File: config.mk
export PLATFORM = sky130hd
export DESIGN_NAME = morse_tx_scheduler
export DESIGN_NICKNAME = d
export VERILOG_FILES = /design/src/rtl/morse_pkg.sv /design/src/rtl/morse_lut.sv /design/src/rtl/morse_tx_scheduler.sv
export SDC_FILE = /design/constraint.sdc
export NUM_CORES = 1
export LEC_CHECK = 0
export ABC_AREA = 1
export ABC_CLOCK_PERIOD_IN_PS = 4300
export CAP_MARGIN = 30
export CORE_ASPECT_RATIO = 2
export CORE_UTILIZATION = 63
export CTS_CLUSTER_SIZE = 16
export DETAILED_ROUTE_END_ITERATION = 16
export PLACE_DENSITY = 0.86
export RECOVER_POWER = 100
export SLEW_MARGIN = 20
export SYNTH_ARGS = -nofsm -noshare
export SYNTH_HDL_FRONTEND = slang
export SYNTH_SLANG_ARGS = --single-unit
File: constraint.sdc
create_clock -name clk -period 4.3 [get_ports clk]
set_input_delay 0.43 -clock clk [delete_from_list [all_inputs] [get_ports clk]]
set_output_delay 0.43 -clock clk [all_outputs]
set_load 0.02 [all_outputs]
File: src/rtl/morse_pkg.sv
// Shared definitions for the Morse transmit scheduler.
//   state_t      : FSM state encoding
//   *_UNITS      : element and gap lengths in Morse units
//   ASCII_*      : character range limits used by the accept filter
//   lut_entry_t  : {is_space, len[2:0], pattern[4:0]} LUT entry (LUT_W bits)
//   char_ok / fold_upper / mk_entry : filter, case folding and LUT helper
package morse_pkg;

  typedef enum logic [2:0] {
    IDLE, FETCH, LOAD, MARK, GAP, LETTER_GAP, WORD_GAP
  } state_t;

  localparam int DOT_UNITS        = 1;
  localparam int DASH_UNITS       = 3;
  localparam int GAP_UNITS        = 1;
  localparam int LETTER_GAP_UNITS = 3;
  localparam int WORD_GAP_UNITS   = 4;

  localparam logic [7:0] ASCII_UP_A = 8'h41;
  localparam logic [7:0] ASCII_UP_Z = 8'h5A;
  localparam logic [7:0] ASCII_LO_A = 8'h61;
  localparam logic [7:0] ASCII_LO_Z = 8'h7A;
  localparam logic [7:0] ASCII_0    = 8'h30;
  localparam logic [7:0] ASCII_9    = 8'h39;
  localparam logic [7:0] ASCII_SP   = 8'h20;
  localparam logic [7:0] ASCII_NL   = 8'h0A;

  localparam int LUT_W = 9;

  typedef struct packed {
    logic       is_space;
    logic [2:0] len;
    logic [4:0] pattern;   // LSB = first element, 1 = dash
  } lut_entry_t;

  function automatic logic char_ok(input logic [7:0] c);
    return (c >= ASCII_UP_A && c <= ASCII_UP_Z) ||
           (c >= ASCII_LO_A && c <= ASCII_LO_Z) ||
           (c >= ASCII_0 && c <= ASCII_9) ||
           (c == ASCII_SP) || (c == ASCII_NL);
  endfunction

  function automatic logic [7:0] fold_upper(input logic [7:0] c);
    return (c >= ASCII_LO_A && c <= ASCII_LO_Z) ? (c - 8'h20) : c;
  endfunction

  // Table entries are written in reading order (first element in the MSB of
  // the len-bit code); bit-reverse and right-align so element 0 is the LSB.
  function automatic lut_entry_t mk_entry(input logic [2:0] len, input logic [4:0] code);
    lut_entry_t e;
    logic [4:0] rev;
    rev       = {code[0], code[1], code[2], code[3], code[4]};
    e.is_space = 1'b0;
    e.len      = len;
    e.pattern  = rev >> (3'd5 - len);
    return e;
  endfunction

endpackage

File: src/rtl/morse_lut.sv
// Combinational Morse code table.
//   char_in : upper-case ASCII character (A-Z, 0-9, space, newline)
//   lut_out : {is_space, len[2:0], pattern[4:0]}; all zero for other codes
module morse_lut
  import morse_pkg::*;
(
  input  logic [7:0]       char_in,
  output logic [LUT_W-1:0] lut_out
);

  lut_entry_t e;

  always_comb begin
    e = '0;
    case (char_in)
      8'h41: e = mk_entry(3'd2, 5'b00001); // A .-
      8'h42: e = mk_entry(3'd4, 5'b01000); // B -...
      8'h43: e = mk_entry(3'd4, 5'b01010); // C -.-.
      8'h44: e = mk_entry(3'd3, 5'b00100); // D -..
      8'h45: e = mk_entry(3'd1, 5'b00000); // E .
      8'h46: e = mk_entry(3'd4, 5'b00010); // F ..-.
      8'h47: e = mk_entry(3'd3, 5'b00110); // G --.
      8'h48: e = mk_entry(3'd4, 5'b00000); // H ....
      8'h49: e = mk_entry(3'd2, 5'b00000); // I ..
      8'h4A: e = mk_entry(3'd4, 5'b00111); // J .---
      8'h4B: e = mk_entry(3'd3, 5'b00101); // K -.-
      8'h4C: e = mk_entry(3'd4, 5'b00100); // L .-..
      8'h4D: e = mk_entry(3'd2, 5'b00011); // M --
      8'h4E: e = mk_entry(3'd2, 5'b00010); // N -.
      8'h4F: e = mk_entry(3'd3, 5'b00111); // O ---
      8'h50: e = mk_entry(3'd4, 5'b00110); // P .--.
      8'h51: e = mk_entry(3'd4, 5'b01101); // Q --.-
      8'h52: e = mk_entry(3'd3, 5'b00010); // R .-.
      8'h53: e = mk_entry(3'd3, 5'b00000); // S ...
      8'h54: e = mk_entry(3'd1, 5'b00001); // T -
      8'h55: e = mk_entry(3'd3, 5'b00001); // U ..-
      8'h56: e = mk_entry(3'd4, 5'b00001); // V ...-
      8'h57: e = mk_entry(3'd3, 5'b00011); // W .--
      8'h58: e = mk_entry(3'd4, 5'b01001); // X -..-
      8'h59: e = mk_entry(3'd4, 5'b01011); // Y -.--
      8'h5A: e = mk_entry(3'd4, 5'b01100); // Z --..
      8'h30: e = mk_entry(3'd5, 5'b11111); // 0
      8'h31: e = mk_entry(3'd5, 5'b01111); // 1
      8'h32: e = mk_entry(3'd5, 5'b00111); // 2
      8'h33: e = mk_entry(3'd5, 5'b00011); // 3
      8'h34: e = mk_entry(3'd5, 5'b00001); // 4
      8'h35: e = mk_entry(3'd5, 5'b00000); // 5
      8'h36: e = mk_entry(3'd5, 5'b10000); // 6
      8'h37: e = mk_entry(3'd5, 5'b11000); // 7
      8'h38: e = mk_entry(3'd5, 5'b11100); // 8
      8'h39: e = mk_entry(3'd5, 5'b11110); // 9
      8'h20, 8'h0A: e = '{is_space: 1'b1, len: 3'd0, pattern: 5'd0};
      default: e = '0;
    endcase
  end

  assign lut_out = e;

endmodule

File: src/rtl/morse_tx_scheduler.sv
// Morse playback scheduler: filters UART bytes into a character FIFO and, on a
// send press, plays the whole FIFO (including bytes arriving meanwhile) on key_out.
//   clk, rst        : clock, asynchronous active-low reset
//   rx_data/rx_valid: received byte and its one-cycle strobe
//   send            : debounced send button (level; rising edge starts playback)
//   key_out         : registered key, 1 while a dot/dash is sounding
//   busy / ready    : playback in progress / FIFO non-empty and idle
//   full / count    : FIFO full flag and occupancy
//   drop_err        : sticky drop flag, cleared by an accepted send
module morse_tx_scheduler
  import morse_pkg::*;
#(
  parameter int UNIT_CYCLES = 12_000_000,
  parameter int FIFO_DEPTH  = 16,
  parameter int CNT_W       = 24
) (
  input  logic                          clk,
  input  logic                          rst,
  input  logic [7:0]                    rx_data,
  input  logic                          rx_valid,
  input  logic                          send,
  output logic                          key_out,
  output logic                          busy,
  output logic                          ready,
  output logic                          full,
  output logic                          drop_err,
  output logic [$clog2(FIFO_DEPTH):0]   count
);

  localparam int AW = $clog2(FIFO_DEPTH);
  localparam logic [CNT_W-1:0] CYC_LAST = CNT_W'(UNIT_CYCLES - 1);

  state_t           state_reg, state_next;
  logic [7:0]       fifo_mem [FIFO_DEPTH];
  logic [AW-1:0]    wr_ptr_reg, rd_ptr_reg;
  logic [AW:0]      count_reg;
  logic [7:0]       char_reg;
  logic             send_q_reg;
  logic [2:0]       len_reg, len_next, elem_reg, elem_next;
  logic [4:0]       pattern_reg, pattern_next;
  logic [CNT_W-1:0] cyc_reg, cyc_next;
  logic [2:0]       units_reg, units_next;
  logic             key_reg, drop_err_reg;
  logic [LUT_W-1:0] lut_raw;
  lut_entry_t       lut_e;

  logic       rx_ok, push, drop, pop, send_edge, start, timer_done;
  logic [7:0] rx_char;
  logic [2:0] elem_inc;

  morse_lut u_lut (
    .char_in (char_reg),
    .lut_out (lut_raw)
  );
  assign lut_e = lut_entry_t'(lut_raw);

  assign rx_ok      = char_ok(rx_data);
  assign rx_char    = fold_upper(rx_data);
  assign full       = (count_reg == (AW+1)'(FIFO_DEPTH));
  assign push       = rx_valid & rx_ok & ~full;
  assign drop       = rx_valid & (~rx_ok | full);
  // FETCH is only entered with count>0, so a pop never hits an empty FIFO.
  assign pop        = (state_reg == FETCH);
  assign send_edge  = send & ~send_q_reg;
  assign start      = send_edge & (state_reg == IDLE) & (count_reg != '0);
  assign elem_inc   = elem_reg + 3'd1;

  // The n-unit timer is split into a cycle counter (one unit) and a unit
  // counter, so CNT_W only has to hold UNIT_CYCLES-1 rather than n*UNIT_CYCLES-1.
  assign timer_done = (cyc_reg == '0) && (units_reg == '0);

  always_comb begin
    state_next   = state_reg;
    elem_next    = elem_reg;
    len_next     = len_reg;
    pattern_next = pattern_reg;
    if (cyc_reg == '0) begin
      cyc_next   = CYC_LAST;
      units_next = units_reg - 3'd1;
    end else begin
      cyc_next   = cyc_reg - 1'b1;
      units_next = units_reg;
    end

    case (state_reg)
      IDLE: if (start) state_next = FETCH;
      FETCH: state_next = LOAD;
      LOAD: begin
        len_next     = lut_e.len;
        pattern_next = lut_e.pattern;
        elem_next    = 3'd0;
        cyc_next     = CYC_LAST;
        if (lut_e.is_space) begin
          state_next = WORD_GAP;
          units_next = 3'(WORD_GAP_UNITS - 1);
        end else begin
          state_next = MARK;
          units_next = lut_e.pattern[0] ? 3'(DASH_UNITS - 1) : 3'(DOT_UNITS - 1);
        end
      end
      MARK: if (timer_done) begin
        cyc_next = CYC_LAST;
        if (elem_reg < len_reg - 3'd1) begin
          state_next = GAP;
          units_next = 3'(GAP_UNITS - 1);
        end else begin
          state_next = LETTER_GAP;
          units_next = 3'(LETTER_GAP_UNITS - 1);
        end
      end
      GAP: if (timer_done) begin
        state_next = MARK;
        elem_next  = elem_inc;
        cyc_next   = CYC_LAST;
        units_next = pattern_reg[elem_inc] ? 3'(DASH_UNITS - 1) : 3'(DOT_UNITS - 1);
      end
      LETTER_GAP, WORD_GAP: if (timer_done) begin
        state_next = (count_reg != '0) ? FETCH : IDLE;
      end
      default: state_next = IDLE;
    endcase
  end

  always_ff @(posedge clk or negedge rst) begin
    if (!rst) begin
      state_reg    <= IDLE;
      wr_ptr_reg   <= '0;
      rd_ptr_reg   <= '0;
      count_reg    <= '0;
      send_q_reg   <= 1'b0;
      len_reg      <= '0;
      elem_reg     <= '0;
      pattern_reg  <= '0;
      cyc_reg      <= '0;
      units_reg    <= '0;
      key_reg      <= 1'b0;
      drop_err_reg <= 1'b0;
    end else begin
      state_reg   <= state_next;
      send_q_reg  <= send;
      len_reg     <= len_next;
      elem_reg    <= elem_next;
      pattern_reg <= pattern_next;
      cyc_reg     <= cyc_next;
      units_reg   <= units_next;
      key_reg     <= (state_next == MARK);
      if (push) wr_ptr_reg <= wr_ptr_reg + 1'b1;
      if (pop)  rd_ptr_reg <= rd_ptr_reg + 1'b1;
      count_reg <= count_reg + (AW+1)'(push) - (AW+1)'(pop);
      // A drop in the same cycle as an accepted send keeps the flag set.
      if (drop)       drop_err_reg <= 1'b1;
      else if (start) drop_err_reg <= 1'b0;
    end
  end

  // Storage has no reset so it maps onto RAM; emptiness is tracked by pointers.
  always_ff @(posedge clk) begin
    if (push) fifo_mem[wr_ptr_reg] <= rx_char;
    if (pop)  char_reg <= fifo_mem[rd_ptr_reg];
  end

  assign key_out  = key_reg;
  assign busy     = (state_reg != IDLE);
  assign ready    = (count_reg != '0) && (state_reg == IDLE);
  assign drop_err = drop_err_reg;
  assign count    = count_reg;

endmodule

==> impl_metrics.py <==
metrics = {
    "outcome": {
        "status": "finished with violations",
        "violations": "max-capacitance violations, max-slew violations",
    },
    "placement": {
        "dpl.cell_count": 1066,
        "placedInstanceArea_um2": 9629,
        "finalWeightedCongestion": 0.9784,
        "place_ws_ps": 600.5,
        "dp_hpwl_um": 15050,
        "io_buffers": 21,
    },
    "final_layout": {
        "most-common-layout-cells": "136 x edfxtp_1, 131 x nor2_1, 124 x nand2_1",
        "final_cell_count_no_fill": 1098,
        "drive_above_1_share_pct": 6.071,
        "layout_commonest_cell": "edfxtp_1",
        "fin_util_pct": 70.37,
        "syn_to_final_growth_pct": 9.392,
        "stdcell_area_um2": 10100,
        "n_fill_cell": 1032,
        "antennaDiodeCount": 0,
        "largest_reg_flops": 128,
        "nets": 934,
    },
    "pwr": {
        "switching_share_pct": 39.16,
        "clkPwrFrac_pct": 24.3,
        "p_sw_mw": 2.438,
        "internal-power_mw": 3.789,
        "ir_worst_vdd_uv": 401.4,
        "p_per_area_nw_per_um2": 616.6,
        "p_leak_nw": 3.849,
        "power_mw": 6.227,
        "combPwrFrac_pct": 36.1,
        "seqPwrFrac_pct": 39.6,
    },
    "clock_tree": {
        "clk_latency_ps": 430,
        "cts-resized-gates": 0,
        "cts_setup_buffers": 0,
        "ctsHtreeMaxLevel": 4,
        "hold_buffers": 0,
        "tritoncts.num_buffers": 17,
        "cts_tree": "built",
        "clk_pin_slew_ps": 70,
        "cts.sinks": 193,
        "clockBufferDepth": 2,
        "cts-root-buf": "clkbuf_16",
    },
    "logic_synthesis": {
        "synthDistinctLibCells": 46,
        "synth_seq_cells": 193,
        "synth_top_cell_by_area": "edfxtp_1",
        "synthFlopType": "edfxtp_1",
        "yosysWarningCount": 0,
        "yosysTopAreaCellShare_pct": 44.24,
        "synthArstFlopShare_pct": 29.53,
        "syn_avg_cell_area_um2": 10.60,
        "synth-edff-count": 136,
        "synth_nets": 912,
        "ys_seq_area_share_pct": 59.69,
        "syn-cell-area_um2": 9231,
        "synth.area.top_cells": "edfxtp_1 44%, dfrtp_1 15%, nor2_1 5.2%",
        "synthesis.instances": 871,
    },
    "global_routing": {
        "grt_max_degree": 68,
        "grt_pass1_vias": 6786,
        "grt.overflow.total": 0,
        "grt.total_usage_pct": 30.16,
        "grt_pass1_wl_um": 33640,
        "antenna_found_initial": 0,
    },
    "timing": {
        "setup_viol": 0,
        "hold_violations": 0,
        "period_share_pct": 86.98,
        "worst_pin_slew_ps": 3185,
        "fin_ws_ps": 559.7,
        "whs_ps": 494.7,
        "fmax_ghz": 0.2674,
        "min_period_ps": 3740,
        "fin_setup_tns_ps": 0,
        "final.setup_skew_ps": 8.167,
        "rsz0062_at_grt": "false",
        "slew_viol_final": 58,
        "max_slew_margin_pct": -112.3,
    },
    "floorplan": {
        "coreArea_um2": 14350,
        "die_h_um": 173.2,
        "start_util_pct": 64.32,
        "io_pins": 22,
        "rows": 62,
        "die_area_um2": 15170,
        "die-width_um": 87.60,
    },
    "critical_path": {
        "slowest_stage": "clkbuf_1",
        "cp.required_ps": 4390,
        "critPathMaxStageDelay_ps": 750,
        "critical_path_arrival_ps": 3830,
        "crit_path_end_kind": "flop",
        "critPathLaunchType": "primary input",
        "cp_cell_sequence": "dlygate4sd3_1 -> clkbuf_1 -> o21ai_0 -> nor2_1 -> a21oi_2 -> nor3_1 -> nand2_2 -> nand3_2 -> clkbuf_1 -> nor2_1",
        "crit_type": "primary input to flop",
        "path_max_fanout": 20,
        "regToRegSetupSlack_ps": 1320,
    },
    "drt": {
        "drc_errors": 0,
        "wl_per_cell_um": 19.25,
        "ant_nets": 0,
        "viasPerCell": 6.061,
        "dr.pass1.iters": 7,
        "first_iter_violations": 372,
        "dr_total_vias": 6655,
        "drt-total-wl_um": 21140,
    },
    "run": {
        "drv_cap": 1,
    },
    "min_path": {
        "hp-class": "flop to flop",
    },
}
[critical path: cells and delay by family]
kind                   cells  cell delay [ps]
buffers and inverters      3             1890
and+or+nand+nor            5             1110
AOI/OAI and AO/OA          2              370
[synthesized netlist by cell type (24+ instances only)]
cell / number
dfrtp_1: 57
a21oi_1: 28
ha_1: 28
mux2i_1: 24
edfxtp_1: 136
inv_1: 69
nand3_1: 34
o21ai_0: 64
o221ai_1: 25
nor2_1: 128
nand2_1: 122
[cells by family after synthesis]
group / Yosys count / share of synthesized area, %
DFF: 193 / 59.69
adders and majority gates: 29 / 4.012
muxes: 24 / 2.602
and+or+nand+nor: 335 / 16.03
xor gates and xnor gates: 22 / 2.087
buffers and inverters: 110 / 4.879
AOI/OAI and AO/OA: 158 / 10.69
[power groups by stage]
stage                     registers [mW]  logic [mW]  clock network (mW)
after floorplan                     2.42        1.64                   0
after global placement              2.49        2.17                   0
after detailed placement            2.50        2.24                   0
after CTS                           2.46        2.28                1.52
after global routing                2.49        2.48                1.60
final                               2.47        2.25                1.51
[worst paths after layout]
check / start / end / depth (start not counted)
hold reg to reg: pattern_reg[4]$_DFFE_PN0P_ / pattern_reg[4]$_DFFE_PN0P_ / 2
hold / removal: pattern_reg[4]$_DFFE_PN0P_ / pattern_reg[4]$_DFFE_PN0P_ / 2
setup reg to reg: count[2]$_DFF_PN0_ / fifo_mem[6][2]$_DFFE_PP_ / 8
setup / recovery: rx_data[2] / fifo_mem[6][2]$_DFFE_PP_ / 10
min in group asynchronous: rst / state_reg[1]$_DFF_PN0_ / 2
max in group asynchronous: rst / rd_ptr_reg[0]$_DFFE_PN0P_ / 2
[routing by layer]
layer	up-vias	GRT usage, %	wire length (µm)
met1	3205	29.51	6798
met2	268	55.34	11950
li1	3099	-	-
met4	0	20.70	1386
met5	-	0	0
met3	83	4.916	1002
[final cells by class]
cell class,instances,area [µm²],area share [%]
inverter,77,289.0,2.862
tap,192,240.2,2.379
clock buffer,17,425.4,4.213
multi-input combinational,568,3226,31.94
timing repair buffer,36,272.8,2.701
sequential,193,5512,54.58
clock inverter,15,133.9,1.326
No activity file was read; power rests on OpenSTA's default activity.
